==> config.mk <==
export PLATFORM = sky130hd
export DESIGN_NAME = phase_scheduler
export DESIGN_NICKNAME = d
export VERILOG_FILES = /design/src/rtl/phase_scheduler.sv
export SDC_FILE = /design/constraint.sdc
export NUM_CORES = 1
export LEC_CHECK = 0
export BUFFER_PORTS_ARGS = -buffer_cell sky130_fd_sc_hd__buf_2
export CAP_MARGIN = 10
export CORE_MARGIN = 2
export CORE_UTILIZATION = 40
export DETAILED_ROUTE_END_ITERATION = 10
export GPL_ROUTABILITY_DRIVEN = 0
export PLACE_DENSITY = 0.57
export SLEW_MARGIN = 25
export SYNTH_ARGS = -nofsm -noshare
export SYNTH_HDL_FRONTEND = slang
export SYNTH_SLANG_ARGS = --single-unit
==> constraint.sdc <==
create_clock -name clk -period 4.85 [get_ports clk]
set_clock_uncertainty 0.2 [all_clocks]
set_input_delay 0.97 -clock clk [delete_from_list [all_inputs] [get_ports clk]]
set_output_delay 0.97 -clock clk [all_outputs]
set_load 0.01 [all_outputs]
==> src/rtl/phase_scheduler.sv <==
// Demand-actuated phase scheduler: latches B/walk requests, picks the next lamp phase
// on each phase_done, and handles maintenance override, walk aging and a hang watchdog.
module phase_scheduler #(
  parameter int CLK_FREQ_HZ = 100_000_000,
  parameter int TICK_HZ     = 1,
  parameter int MAX_WAIT_T  = 30,
  parameter int DONE_TMO_T  = 60
) (
  input  logic       clk,
  input  logic       reset,
  input  logic       MAINT,
  input  logic       req_b,
  input  logic       req_w,
  input  logic       phase_done,
  output logic       phase_go,
  output logic [1:0] phase_sel,
  output logic       pend_b,
  output logic       pend_w,
  output logic       busy,
  output logic       fault
);

  localparam int DIV = CLK_FREQ_HZ / TICK_HZ;
  localparam int PW  = $clog2(DIV);
  localparam int AW  = $clog2(MAX_WAIT_T + 1);
  localparam int TW  = $clog2(DONE_TMO_T + 1);

  typedef enum logic [1:0] {ISSUE, WAIT_DONE, MAINT_S, FAULT} state_t;
  typedef enum logic [1:0] {PH_A = 2'b00, PH_B = 2'b01, PH_W = 2'b10, PH_M = 2'b11} phase_t;

  state_t        state, prev_state, state_nx;
  phase_t        last, sel_q, dec, sel_o;
  logic [PW-1:0] pre;
  logic [AW-1:0] w_age;
  logic [TW-1:0] tmo;
  logic          tick, issue_b, issue_w;

  assign tick = (pre == PW'(DIV - 1));

  // An ISSUE entered straight from MAINT_S always serves A.
  always_comb begin
    dec = PH_A;
    if (prev_state == MAINT_S) begin
      dec = PH_A;
    end else if (pend_w && (w_age == AW'(MAX_WAIT_T))) begin
      dec = PH_W;
    end else begin
      case (last)
        PH_A:    dec = pend_b ? PH_B : (pend_w ? PH_W : PH_A);
        PH_B:    dec = pend_w ? PH_W : PH_A;
        default: dec = pend_b ? PH_B : PH_A;
      endcase
    end
  end

  assign issue_b = (state == ISSUE) && (dec == PH_B);
  assign issue_w = (state == ISSUE) && (dec == PH_W);

  always_comb begin
    state_nx = state;
    case (state)
      ISSUE:     state_nx = MAINT ? MAINT_S : WAIT_DONE;
      WAIT_DONE: begin
        if (MAINT)                          state_nx = MAINT_S;
        else if (phase_done)                state_nx = ISSUE;
        else if (tmo == TW'(DONE_TMO_T))    state_nx = FAULT;
      end
      MAINT_S:   if (!MAINT) state_nx = ISSUE;
      default:   state_nx = FAULT;
    endcase
  end

  // MAINT_S/FAULT pulse go only in the cycle they are entered.
  always_comb begin
    phase_go = !reset && ((state == ISSUE) ||
               (((state == MAINT_S) || (state == FAULT)) && (prev_state != state)));
    sel_o = sel_q;
    if (state == ISSUE)                            sel_o = dec;
    else if ((state == MAINT_S) || (state == FAULT)) sel_o = PH_M;
    phase_sel = sel_o;
    busy  = (state == WAIT_DONE);
    fault = (state == FAULT);
  end

  always_ff @(posedge clk) begin
    if (reset) begin
      state      <= ISSUE;
      prev_state <= ISSUE;
      last       <= PH_W;
      sel_q      <= PH_A;
      pend_b     <= 1'b0;
      pend_w     <= 1'b0;
      pre        <= '0;
      w_age      <= '0;
      tmo        <= '0;
    end else begin
      prev_state <= state;
      state      <= state_nx;
      pre        <= tick ? '0 : pre + 1'b1;
      pend_b     <= issue_b ? 1'b0 : (pend_b | req_b);
      pend_w     <= issue_w ? 1'b0 : (pend_w | req_w);
      if (issue_w || !pend_w)
        w_age <= '0;
      else if (tick && (w_age != AW'(MAX_WAIT_T)))
        w_age <= w_age + 1'b1;
      if (state == ISSUE) begin
        tmo   <= '0;
        last  <= dec;
        sel_q <= dec;
      end else if ((state == WAIT_DONE) && tick && (tmo != TW'(DONE_TMO_T))) begin
        tmo <= tmo + 1'b1;
      end
    end
  end

endmodule

# Word level (Yosys, flattened, before mapping)
# Cells that the tools add are included.
# totals
wordCells	64
latchBits	0
inputBits	6
register_bits	48
out_inout_bits	7
mem_bits_rw	0
romBits	0
n_memories	0
# op_classes
reduce_logical	21
bitwise_logic	2
n_lt_le_gt_ge	0
addsub	3
n_div	0
shift	0
n_mul	0
muxes	14
n_eq_ne	15
# op_table
op	n
adder 27 x 1 -> 27 bit, second input constant	1
== test 27 bit, second input constant	1
2-to-1 mux 2 bit	11
OR reduction 2 bit	5
== test 2 bit, second input constant	4
logical AND 1 bit	8
adder 6 x 1 -> 6 bit, second input constant	1
== test 2 x 1 -> 1 bit, second input constant	3
== test 6 bit, second input constant	1
inequality test 6 bit, second input constant	1
one-hot mux 2 bit (3 select lines)	1
adder 5 x 1 -> 5 bit, second input constant	1
== test 5 bit, second input constant	1
inequality test 5 bit, second input constant	1
logical NOT 2 bit	2
inequality test 4 x 3 -> 1 bit, second input constant	1
one-hot mux 2 bit (2 select lines)	1
logical OR 1 bit	3
logical NOT 1 bit	2
inequality test 2 bit	1
inequality test 2 bit, second input constant	1
bitwise OR 1 bit	2
AND reduction 2 bit	1
2-to-1 mux 1 bit	1

# Depth between registers and ports, before layout
# Gate-level depths: netlist (run 1).
# logic_depth
ltp_word	9
mapped_depth	8
depth_no_buf	7

# Worst setup path before layout (run 1)
# OpenSTA, ideal clock, no wires.
# synth_timing
path_kind	in2out
from	in reset
to	out phase_go
n_path_buf	1
stages	2
setup_slack_ns	2.179
arrival_ns	1.501
required_time_ns	3.680
path_cell_list	clkbuf_1 -> a221oi_1
# synth_via
elab_chain_cells	2
# synth_lines
element	line	rtl
start, declared	10	input logic reset,
logical NOT 1 bit	75	phase_go = !reset && ((state == ISSUE) ||
logical AND 1 bit	75	
end, declared	15	output logic phase_go,
# No other way between the ends.

# Worst setup path after layout (run 1)
# layout_timing
from	reg w_age[0]
to	out phase_sel[0]
# layout_via
elab_chain_cells	5
# layout_lines
element	line	rtl
start, declared	34	logic [AW-1:0] w_age;
start signal, assigned	105	w_age <= w_age + 1'b1;
== test 5 bit	45	end else if (pend_w && (w_age == AW'(MAX_WAIT_T))) begin
logical AND 1 bit	45	
2-to-1 mux 2 bit	45	
2-to-1 mux 2 bit	43	if (prev_state == MAINT_S) begin
2-to-1 mux 2 bit	78	if (state == ISSUE) sel_o = dec;
end, declared	16	output logic [1:0] phase_sel,
# No other way between the ends.

==> metrics.md, run 1 <==
| Metric | Value |
|---|---|
| Status | `finished clean` |
| Clk slew on worst S/H paths | `0.09 ns` |
| Sequential share of the synthesized area | `0.4173` |
| H-tree depth | `2` |
| Core ar. | `5473 um2` |
| Leakage Power | `0.8529 nW` |
| Setup crit start kind | `flop` |
| EDFF count, synth | `0` |
| P_int | `0.0005741 W` |
| First-pass GRT wire length | `8.128 mm` |
| HP Class | `reg2reg` |
| Vias | `1917` |
| Synth Net Count | `281` |
| Max Slew Vio Count | `0` |
| First DRT Iteration DRCs | `102` |
| Post-route clock period utilization | `0.6059` |
| Worst Path Required | `3.68 ns` |
| Syn_area_per_cell | `8.351 um2` |
| Grt met2 use | `0.2610` |
| DRT Wirelength | `4.706 mm` |
| Psw | `0.0001659 W` |
| Gr busiest metal | `met2` |
| Overflow after GRT | `0` |
| Initial Utilization | `0.4120` |
| Maxcap violations | `0` |
| Die Wd | `79.08 um` |
| Synth Flop Type | `dfxtp_1` |
| Share of power burned in registers | `0.542` |
| Fillcell total | `581` |
| Post-synth ARST share | `0` |
| 1st-pass router iterations | `4` |
| CTS Sinks | `47` |
| Fmax achieved | `0.3403 GHz` |
| PD cells | `299.0 nW/um2` |
| Sw Share | `0.2242` |
| Setup crit end kind | `output pin` |
| Area of the multi-input gates | `1221 um2` |
| Pwr Total | `0.0007399 W` |
| Unrepaired setup endpoints after global routing | `false` |
| Worst slew pin tran | `0.8640 ns` |
| Post-DP HPWL | `3.244 mm` |
| Max FO, Critical Path | `3` |
| Clk pwr share | `0.410` |
| Met1 usage | `0.2168` |
| Routed len/inst | `13.37 um` |
| Vias in the first global route | `1748` |
| Yosys top cell by area | `dfxtp_1` |
| Total CTS buffers | `5` |
| Nets | `290` |
| Cell count after synthesis | `270` |
| I/O Buffers | `12` |
| P&R area growth vs syn | `9.767%` |
| Clock root cell | `clkbuf_8` |
| Rows | `27` |
| Synth top area share | `0.4173` |
| Synthesized area | `2255 um2` |
| Min Clock Period, post-route | `2.939 ns` |
| Die Ht | `79.08 um` |
| Setup TNS | `0 ns` |
| TritonCTS clock tree | `done` |
| CTS Hold Buffers Added | `0` |
| Number of diodes | `0` |
| Cts repair resizes | `0` |
| Synthesized flop and latch total | `47` |
| Max-Slew Margin vs Limit | `0.4201` |
| Top cells by area, synth | `dfxtp_1 (42%), nor2_1 (5.8%), xnor2_1 (4.3%)` |
| Initial antenna violation count | `0` |
| Share of cells above drive strength 1 | `0.08571` |
| GRT Util Overall | `0.1636` |
| Cell variety after synth | `46` |
| Peak VDD IR | `0.0001554 V` |
| Critical path class | `reg2out` |
| CTS Buffer Depth | `2` |
| Post-route ant nets | `0` |
| Final hold violations | `0` |
| Setup-failing EPs final | `0` |
| Die Area | `6253 um2` |
| Synth warn | `0` |
| Setup Fix Bufs, Post-CTS | `0` |
| Pin count of the biggest net entering global routing | `23` |
| Latest clock arrival within the worst-skew pair | `0.30 ns` |
| Arrival @ worst endpoint | `1.77 ns` |
| Storage element area | `940.9 um2` |
| Met3 usage | `0.03864` |
| DRC | `0` |
| Vias per inst | `5.446` |
| Fin util | `0.4522` |
| I/O Pins | `13` |
| Combinational share of power | `0.048` |
## power by group through the flow
| stage | logic [W] | registers (W) | clock network, W |
|---|---|---|---|
| 2_1_floorplan | 0.0000261 | 0.000407 | 0 |
| 3_3_place_gp | 0.0000357 | 0.000410 | 0 |
| 3_5_place_dp | 0.0000360 | 0.000410 | 0 |
| 4_1_cts | 0.0000361 | 0.000401 | 0.000310 |
| 5_1_grt | 0.0000411 | 0.000403 | 0.000326 |
| 6_report | 0.0000357 | 0.000401 | 0.000303 |
## per-layer routing
metal  vias up  share of wire
li1        993              -
met1       893           0.51
met2        24           0.44
met3         7          0.034
met4         0          0.014
met5         -              0
## final cells by class
| cell class | instances | share of cell area |
|---|---|---|
| multi-input combinational | 201 | 0.4934 |
| sequential | 47 | 0.3802 |
| tap | 72 | 0.03640 |
| clock buffer | 6 | 0.03337 |
| timing repair buffer | 12 | 0.02427 |
| inverter | 12 | 0.01820 |
| clock inverter | 2 | 0.01416 |
## cell usage after synthesis (all sizes together) (5+ instances only)
master	number
nor2	35
inv	12
ha	5
nor4	5
or3	5
nand4	10
dfxtp	47
and3	6
nor3	8
xor2	8
nand3	19
a21oi	16
nand2	17
o21ai	12
clkbuf	7
xnor2	11
## final timing paths
kind,start,to,slack (ns),cells past startpoint
min reg2reg,sel_q[1],sel_q[1],0.27,1
max,w_age[0],phase_sel[0],1.91,8
min,sel_q[1],sel_q[1],0.27,1
max reg2reg,pre[12],pre[21],1.95,5
## state kept, by name (all words and copies together), names as in the netlist
name,cells
pre,27
tmo,6
w_age,5
last,2
prev_state,2
state,2
pend_b,1
pend_w,1
sel_q,1
## worst max-delay path, cell delays in order (launching register included)
cell and delay [ns]:
dfxtp_1 0.34, inv_1 0.09, ha_1 0.17, nand2_1 0.05, nor2_1 0.16, nand2_1 0.08, o2111a_1 0.16, a211o_1 0.27
buf_2 0.13
## cells by family (layout without fill, tap and decap cells)
family          Yosys count  in the layout  synth area share
buf+inv                  22             32           0.04107
mux                       1              1          0.004440
xor+xnor                 19             19           0.07381
compound gates           49             49            0.1387
fa+ha+maj                 5              5           0.02775
flops                    47             47            0.4173
simple gates            127            127            0.2969
## cell usage in the layout (no fill, tap or decap), types with 5 or more instances in the layout
| master | count |
|---|---|
| nand3_1 | 19 |
| o21ai_0 | 11 |
| and3_1 | 6 |
| nand4_1 | 10 |
| ha_1 | 5 |
| buf_2 | 12 |
| xor2_1 | 8 |
| inv_1 | 12 |
| a21oi_1 | 16 |
| nor3_1 | 8 |
| or3_1 | 5 |
| nand2_1 | 17 |
| xnor2_1 | 11 |
| clkbuf_8 | 6 |
| nor2_1 | 35 |
| dfxtp_1 | 47 |
## through the flow
| step | setup slack, ns | area, um2 | hold slack [ns] | std cells |
|---|---|---|---|---|
| detailed placement | 1.941 | 2357 | 0.2470 | 344 |
| floorplan | 2.179 | 2255 | 0.2327 | 270 |
| global route | 1.733 | 2475 | 0.3153 | 352 |
| finish | 1.911 | 2475 | 0.2665 | 352 |
| global placement | 2.034 | 2357 | 0.2490 | 344 |
| CTS | 1.897 | 2475 | 0.2735 | 352 |
No activity file was read; power rests on OpenSTA's default activity.
==> inputs of run 2 (changes only) <==
--- a/config.mk
+++ b/config.mk
@@ -11,7 +11,7 @@
 export CORE_UTILIZATION = 40
 export DETAILED_ROUTE_END_ITERATION = 10
 export GPL_ROUTABILITY_DRIVEN = 0
-export PLACE_DENSITY = 0.57
+export PLACE_DENSITY = 0.59
 export SLEW_MARGIN = 25
 export SYNTH_ARGS = -nofsm -noshare
 export SYNTH_HDL_FRONTEND = slang
==> constraint.sdc (replaced) <==
create_clock -name clk -period 2.5 [get_ports clk]
set_clock_uncertainty 0.2 [all_clocks]
set_input_delay 0.5 -clock clk [delete_from_list [all_inputs] [get_ports clk]]
set_output_delay 0.5 -clock clk [all_outputs]
set_load 0.01 [all_outputs]
==> run 2 against run 1 <==
  * Worst setup slack got worse by 1.8 ns
  * Combinational power is 110% higher
  * Global-route usage grew 0.28 points
  * First-iteration DRC count decreased by 6.9%
  * Highest routed layer unchanged
  * Via count up 2.5%
  * Final cell count is 3.4% higher
  * Total power is 81% higher
  * Critical path depth unchanged
  * Hold slack got worse by 0.038 ns
  * Sequential share of layout area decreased by 1.2 points
==> metrics.md, run 2 (synthesis results as in run 1) <==
| Metric | Value |
|---|---|
| CP most frequent cell | `nand2_1 (unchanged)` |
| Fin util | `0.4664 (was 0.4522)` |
| Die Area | `6253 um2 (unchanged)` |
| Vias | `1964 (was 1917)` |
| Initial antenna violation count | `0 (unchanged)` |
| Setup crit end kind | `output pin (unchanged)` |
| Total CTS buffers | `5 (unchanged)` |
| GRT Util Overall | `0.1664 (was 0.1636)` |
| Post-DP HPWL | `3.466 mm (was 3.244 mm)` |
| Final hold violations | `0 (unchanged)` |
| First-pass GRT wire length | `8.404 mm (was 8.128 mm)` |
| Crit. Startpoint | `w_age[0] (unchanged)` |
| Biggest registers after layout | `pre: 27 flops, tmo: 6 flops, w_age: 5 flops (unchanged)` |
| Worst slew pin tran | `0.4402 ns (was 0.8640 ns)` |
| Unrepaired setup endpoints after global routing | `true (was false)` |
| Fillcell total | `554 (was 581)` |
| Routed len/inst | `13.08 um (was 13.37 um)` |
| P&R area growth vs syn | `13.21% (was 9.767%)` |
| Core ar. | `5473 um2 (unchanged)` |
| Share of cells above drive strength 1 | `0.1267 (was 0.08571)` |
| Latest clock arrival within the worst-skew pair | `0.29 ns (was 0.30 ns)` |
| I/O Pins | `13 (unchanged)` |
| Max-Slew Margin vs Limit | `0.7066 (was 0.4201)` |
| Clk slew on worst S/H paths | `0.08 ns (was 0.09 ns)` |
| CTS Sinks | `47 (unchanged)` |
| Setup slack, reg-to-reg | `0.14 ns (was 1.95 ns)` |
| Max FO, Critical Path | `3 (unchanged)` |
| Worst flop-to-flop path endpoint | `tmo[3] (was pre[21])` |
| Nets | `302 (was 290)` |
| Hold path start | `MAINT (was sel_q[1])` |
| Setup-failing EPs final | `0 (unchanged)` |
| H-tree depth | `2 (unchanged)` |
| CP delay by family, top | `compound AO/OA/AOI/OAI gates (unchanged)` |
| Most common cell after layout, fill and taps aside | `dfxtp_1 (unchanged)` |
| CP cell instances | `inv_1 > ha_1 > nand2_1 > nor2_2 > nand2_1 > o2111a_1 > a211o_1 > buf_2 (was inv_1 > ha_1 > nand2_1 > nor2_1 > nand2_1 > o2111a_1 > a211o_1 > buf_2)` |
| 1st-pass router iterations | `4 (unchanged)` |
| Pin count of the biggest net entering global routing | `23 (unchanged)` |
| Die Ht | `79.08 um (unchanged)` |
| Critical path's slowest cell | `dfxtp_1 (unchanged)` |
| Status | `finished clean (unchanged)` |
| First DRT Iteration DRCs | `95 (was 102)` |
| Setup crit start kind | `flop (unchanged)` |
| Hold Path Sink | `state[1] (was sel_q[1])` |
| Initial Utilization | `0.4120 (unchanged)` |
| PD cells | `525.7 nW/um2 (was 299.0 nW/um2)` |
| DRT Wirelength | `4.761 mm (was 4.706 mm)` |
| Maxcap violations | `0 (unchanged)` |
| Largest register FFs | `27 (unchanged)` |
| Setup Fix Bufs, Post-CTS | `0 (unchanged)` |
| Vias in the first global route | `1908 (was 1748)` |
| Min Clock Period, post-route | `2.399 ns` |
| Largest register by flop count | `pre (unchanged)` |
| Peak VDD IR | `0.0003843 V (was 0.0001554 V)` |
| Max Slew Vio Count | `0 (unchanged)` |
| Commonest cells after routing, fill and taps aside | `dfxtp_1 (47), nor2_1 (34), nand3_1 (19) (was dfxtp_1 (47), nor2_1 (35), nand3_1 (19))` |
| Clock root cell | `clkbuf_8 (unchanged)` |
| CTS Buffer Depth | `2 (unchanged)` |
| Rows | `27 (unchanged)` |
| Worst Path Required | `1.80 ns (was 3.68 ns)` |
| I/O Buffers | `12 (unchanged)` |
| Critical path class | `reg2out (unchanged)` |
| Worst R2R Path Depth | `5 (unchanged)` |
| HP Class | `in2reg (was reg2reg)` |
| Leakage Power | `0.9042 nW (was 0.8529 nW)` |
| Critical R2R Launch | `pre[11] (was pre[12])` |
| TritonCTS clock tree | `done (unchanged)` |
| Post-route clock period utilization | `0.9596` |
| WP buf/inv | `2 (unchanged)` |
| Die Wd | `79.08 um (unchanged)` |
| DP Area | `2447 um2 (was 2357 um2)` |
| Min-Delay Path Depth | `3 (was 1)` |
| Number of diodes | `0 (unchanged)` |
| Arrival @ worst endpoint | `1.70 ns (was 1.77 ns)` |
| Vias per inst | `5.396 (was 5.446)` |
| Final instance area | `2552 um2 (was 2475 um2)` |
| Max stage delay on crit path | `0.33 ns (was 0.34 ns)` |
| DRC | `0 (unchanged)` |
| Post-route ant nets | `0 (unchanged)` |
| Fmax achieved | `0.4168 GHz` |
| Overflow after GRT | `0 (unchanged)` |
-- run 2: cell types whose count changed in the layout (fill, tap and decap cells not counted), sizes merged --
cell / previous run / this run
clkbuf: 6 / 8
clkinv: 1 / 0
buf: 12 / 24
bufinv: 1 / 0
-- run 2: worst max path at each step --
stage              endpoint  depth (start not counted)
2_1_floorplan        tmo[3]                          7
3_3_place_gp         tmo[5]                          5
3_5_place_dp         tmo[3]                          5
4_1_cts        phase_sel[0]                          8
5_1_grt        phase_sel[0]                          8
6_report       phase_sel[0]                          8
-- run 2: repair_timing --
action,in CTS,in global routing
hold buffers,0,0
setup endpoints to repair,0,2
gates resized for setup,0,2
-- run 2: layer usage --
layer	wire length [um]	share of wire	up-vias	GRT usage
met1	2316	0.49	908	0.2129
li1	-	-	1018	-
met2	2199	0.46	34	0.2856
met3	206	0.043	4	0.03523
met4	38	0.0080	0	0.04138
met5	0	0	-	0
-- run 2: worst reg2reg max path, stage by stage (launching register included) --
cell     delay, ns
dfxtp_1       0.36
or3_1         0.34
or4_1         0.50
or2_4         0.29
or4_1         0.47
a21oi_1       0.14
-- run 2: final cells by class --
class / instances / area (um2) / share of cell area
inverter: 12 / 45.04 / 0.01765
sequential: 47 / 940.9 / 0.3686
clock buffer: 8 / 100.1 / 0.03922
tap: 72 / 90.09 / 0.03529
timing repair buffer: 24 / 150.1 / 0.05882
multi-input combinational: 201 / 1226 / 0.4804
-- run 2: stage by stage --
stage          setup TNS (ns)  power [W]  std cells  setup slack, ns  hold slack, ns
3_3_place_gp                0  0.0008697        356           0.1455          0.2477
2_1_floorplan               0  0.0008407        270          0.08027          0.2327
3_5_place_dp                0  0.0008702        356          0.09253          0.2518
4_1_cts                     0   0.001363        364          0.05234          0.2283
5_1_grt              -0.03134   0.001405        364         -0.03134          0.2549
6_report                    0   0.001342        364           0.1009          0.2284
-- run 2: where the power goes --
part            total, W  internal [W]  switching, W  leakage [nW]
sequential      0.000777      0.000762     0.0000151         0.381
clock           0.000490      0.000253      0.000237        0.0515
combinational  0.0000750     0.0000316     0.0000434         0.472
==> inputs of run 3 (changes only) <==
==> constraint.sdc (replaced) <==
create_clock -name clk -period 2.5 [get_ports clk]
set_clock_uncertainty 0.2 [all_clocks]
set_input_delay 0.25 -clock clk [delete_from_list [all_inputs] [get_ports clk]]
set_output_delay 0.25 -clock clk [all_outputs]
set_load 0.01 [all_outputs]
==> run 3 against run 2 <==
  * Final cell count up 0.55%
  * Flip-flop and latch count unchanged
  * Final area up 0.69%
  * Die area unchanged
  * Clock power about the same
  * Worst setup slack better by 0.046 ns
  * Non-clock buffer count up 2
  * Critical path depth down 3
  * Critical path type is now reg2reg
  * Largest cell class unchanged
==> metrics.md, run 3 (synthesis results as in run 1) <==
| Metric | Value |
|---|---|
| Share of cells above drive strength 1 | `0.1224 (was 0.1267)` |
| Worst flop-to-flop path endpoint | `tmo[3] (unchanged)` |
| Die Ht | `79.08 um (unchanged)` |
| Status | `finished clean (unchanged)` |
| Vias | `1982 (was 1964)` |
| Hold path start | `req_b (was MAINT)` |
| Vias in the first global route | `1913 (was 1908)` |
| Most common cell after layout, fill and taps aside | `dfxtp_1 (unchanged)` |
| Largest register by flop count | `pre (unchanged)` |
| CTS Buffer Depth | `2 (unchanged)` |
| Number of diodes | `0 (unchanged)` |
| Core ar. | `5473 um2 (unchanged)` |
| Post-DP HPWL | `3.466 mm (unchanged)` |
| 1st-pass router iterations | `4 (unchanged)` |
| TritonCTS clock tree | `done (unchanged)` |
| Overflow after GRT | `0 (unchanged)` |
| Critical path class | `reg2reg (was reg2out)` |
| Placement Setup Slack | `0.09253 ns (unchanged)` |
| Vias per inst | `5.415 (was 5.396)` |
| I/O Pins | `13 (unchanged)` |
| Fin util | `0.4696 (was 0.4664)` |
| Initial antenna violation count | `0 (unchanged)` |
| Rows | `27 (unchanged)` |
| Max FO, Critical Path | `9 (was 3)` |
| Total CTS buffers | `5 (unchanged)` |
| Setup crit end kind | `flop (was output pin)` |
| Setup slack, reg-to-reg | `0.15 ns (was 0.14 ns)` |
| Worst R2R Path Depth | `5 (unchanged)` |
| Final hold violations | `0 (unchanged)` |
| Setup-failing EPs final | `0 (unchanged)` |
| Die Area | `6253 um2 (unchanged)` |
| Leakage Power | `0.9126 nW (was 0.9042 nW)` |
| Pin count of the biggest net entering global routing | `23 (unchanged)` |
| Nets | `304 (was 302)` |
| Latest clock arrival within the worst-skew pair | `0.29 ns (about the same)` |
| Peak VDD IR | `0.0003886 V (was 0.0003843 V)` |
| Commonest cells after routing, fill and taps aside | `dfxtp_1 (47), nor2_1 (35), nand3_1 (19) (was dfxtp_1 (47), nor2_1 (34), nand3_1 (19))` |
| Setup TNS | `0 ns (unchanged)` |
| Post-route clock period utilization | `0.9414 (was 0.9596)` |
| Arrival @ worst endpoint | `2.39 ns (was 1.70 ns)` |
| Setup crit start kind | `flop (unchanged)` |
| HP Class | `in2reg (unchanged)` |
| DRT Wirelength | `4.776 mm (was 4.761 mm)` |
| Min-Delay Path Depth | `3 (unchanged)` |
| Routed len/inst | `13.05 um (was 13.08 um)` |
| Die Wd | `79.08 um (unchanged)` |
| Clk slew on worst S/H paths | `0.08 ns (about the same)` |
| Final WS setup | `0.1464 ns (was 0.1009 ns)` |
| Hold Path Sink | `pend_b (was state[1])` |
| Initial Utilization | `0.4120 (unchanged)` |
| Placed cells | `356 (unchanged)` |
| DRC | `0 (unchanged)` |
| First-pass GRT wire length | `8.431 mm (was 8.404 mm)` |
| First DRT Iteration DRCs | `93 (was 95)` |
| Worst slew pin tran | `0.4410 ns (was 0.4402 ns)` |
| Min Clock Period, post-route | `2.354 ns (was 2.399 ns)` |
| GRT Util Overall | `0.1669 (was 0.1664)` |
| Max-Slew Margin vs Limit | `0.7060 (was 0.7066)` |
| I/O Buffers | `12 (unchanged)` |
| Worst Path Required | `2.53 ns (was 1.80 ns)` |
| Clock root cell | `clkbuf_8 (unchanged)` |
| Setup Fix Bufs, Post-CTS | `0 (unchanged)` |
| Unrepaired setup endpoints after global routing | `false (was true)` |
| PD cells | `524.2 nW/um2 (was 525.7 nW/um2)` |
| P&R area growth vs syn | `13.98% (was 13.21%)` |
| Max Slew Vio Count | `0 (unchanged)` |
| Largest register FFs | `27 (unchanged)` |
| Critical R2R Launch | `pre[11] (unchanged)` |
| Pwr Total | `0.001347 W (was 0.001342 W)` |
| H-tree depth | `2 (unchanged)` |
| Fmax achieved | `0.4249 GHz (was 0.4168 GHz)` |
| CTS Sinks | `47 (unchanged)` |
| Post-route ant nets | `0 (unchanged)` |
| Non-filler cells in the finished layout | `366 (was 364)` |
| Biggest registers after layout | `pre: 27 flops, tmo: 6 flops, w_age: 5 flops (unchanged)` |
| Maxcap violations | `0 (unchanged)` |
-- run 3: changes by cell type in the layout (fill, tap and decap cells not counted), sizes merged --
cell / delta
dlygate4sd3: +2
-- run 3: worst max-delay path by stage --
stage | from | to | slack, ns | depth (start not counted)
2_1_floorplan | pre[12] | tmo[3] | 0.08 | 7
3_3_place_gp | pre[11] | tmo[5] | 0.15 | 5
3_5_place_dp | pre[11] | tmo[3] | 0.09 | 5
4_1_cts | pre[11] | tmo[3] | 0.08 | 5
5_1_grt | pre[11] | tmo[5] | 0.03 | 5
6_report | pre[11] | tmo[3] | 0.15 | 5
-- run 3: repair_timing --
item,in CTS,in global routing
hold buffers,2,0
gates resized for setup,0,1
setup endpoints to repair,0,1
hold endpoints to repair,2,0
-- run 3: through the flow --
stage | instance area, um2 | hold slack, ns
6_report | 2570 | 0.02730
2_1_floorplan | 2255 | 0.1330
3_3_place_gp | 2447 | 0.2477
5_1_grt | 2570 | 0.07626
4_1_cts | 2567 | 0.02924
3_5_place_dp | 2447 | 0.2518
-- run 3: worst max-delay path: stages (launching register included) --
cell and delay [ns]:
dfxtp_1 0.36, or3_1 0.34, or4_1 0.50, or2_4 0.29, or4_1 0.47, a21oi_1 0.14
-- run 3: final cells by class --
cell class / instances / area, um2
Clock buffer: 8 / 100.1
Sequential cell: 47 / 940.9
Fill cell: 552 / 2903
Tap cell: 72 / 90.09
Inverter: 12 / 45.04
Timing Repair Buffer: 26 / 170.2
Multi-Input combinational cell: 201 / 1224
-- run 3: routing by layer --
metal	routed length [um]	part of all wire	GRT usage	vias to the layer above
met5	0	0	0	-
met4	38	0.0080	0.04138	0
met3	207	0.043	0.03523	4
met2	2209	0.46	0.2864	37
met1	2321	0.49	0.2136	920
li1	-	-	-	1021
-- run 3: power by group --
group	internal, W	switching (W)	leakage [nW]
Clock	0.000253	0.000240	0.0515
Sequential	0.000762	0.0000151	0.381
Combinational	0.0000336	0.0000437	0.480
Total	0.00105	0.000299	0.913
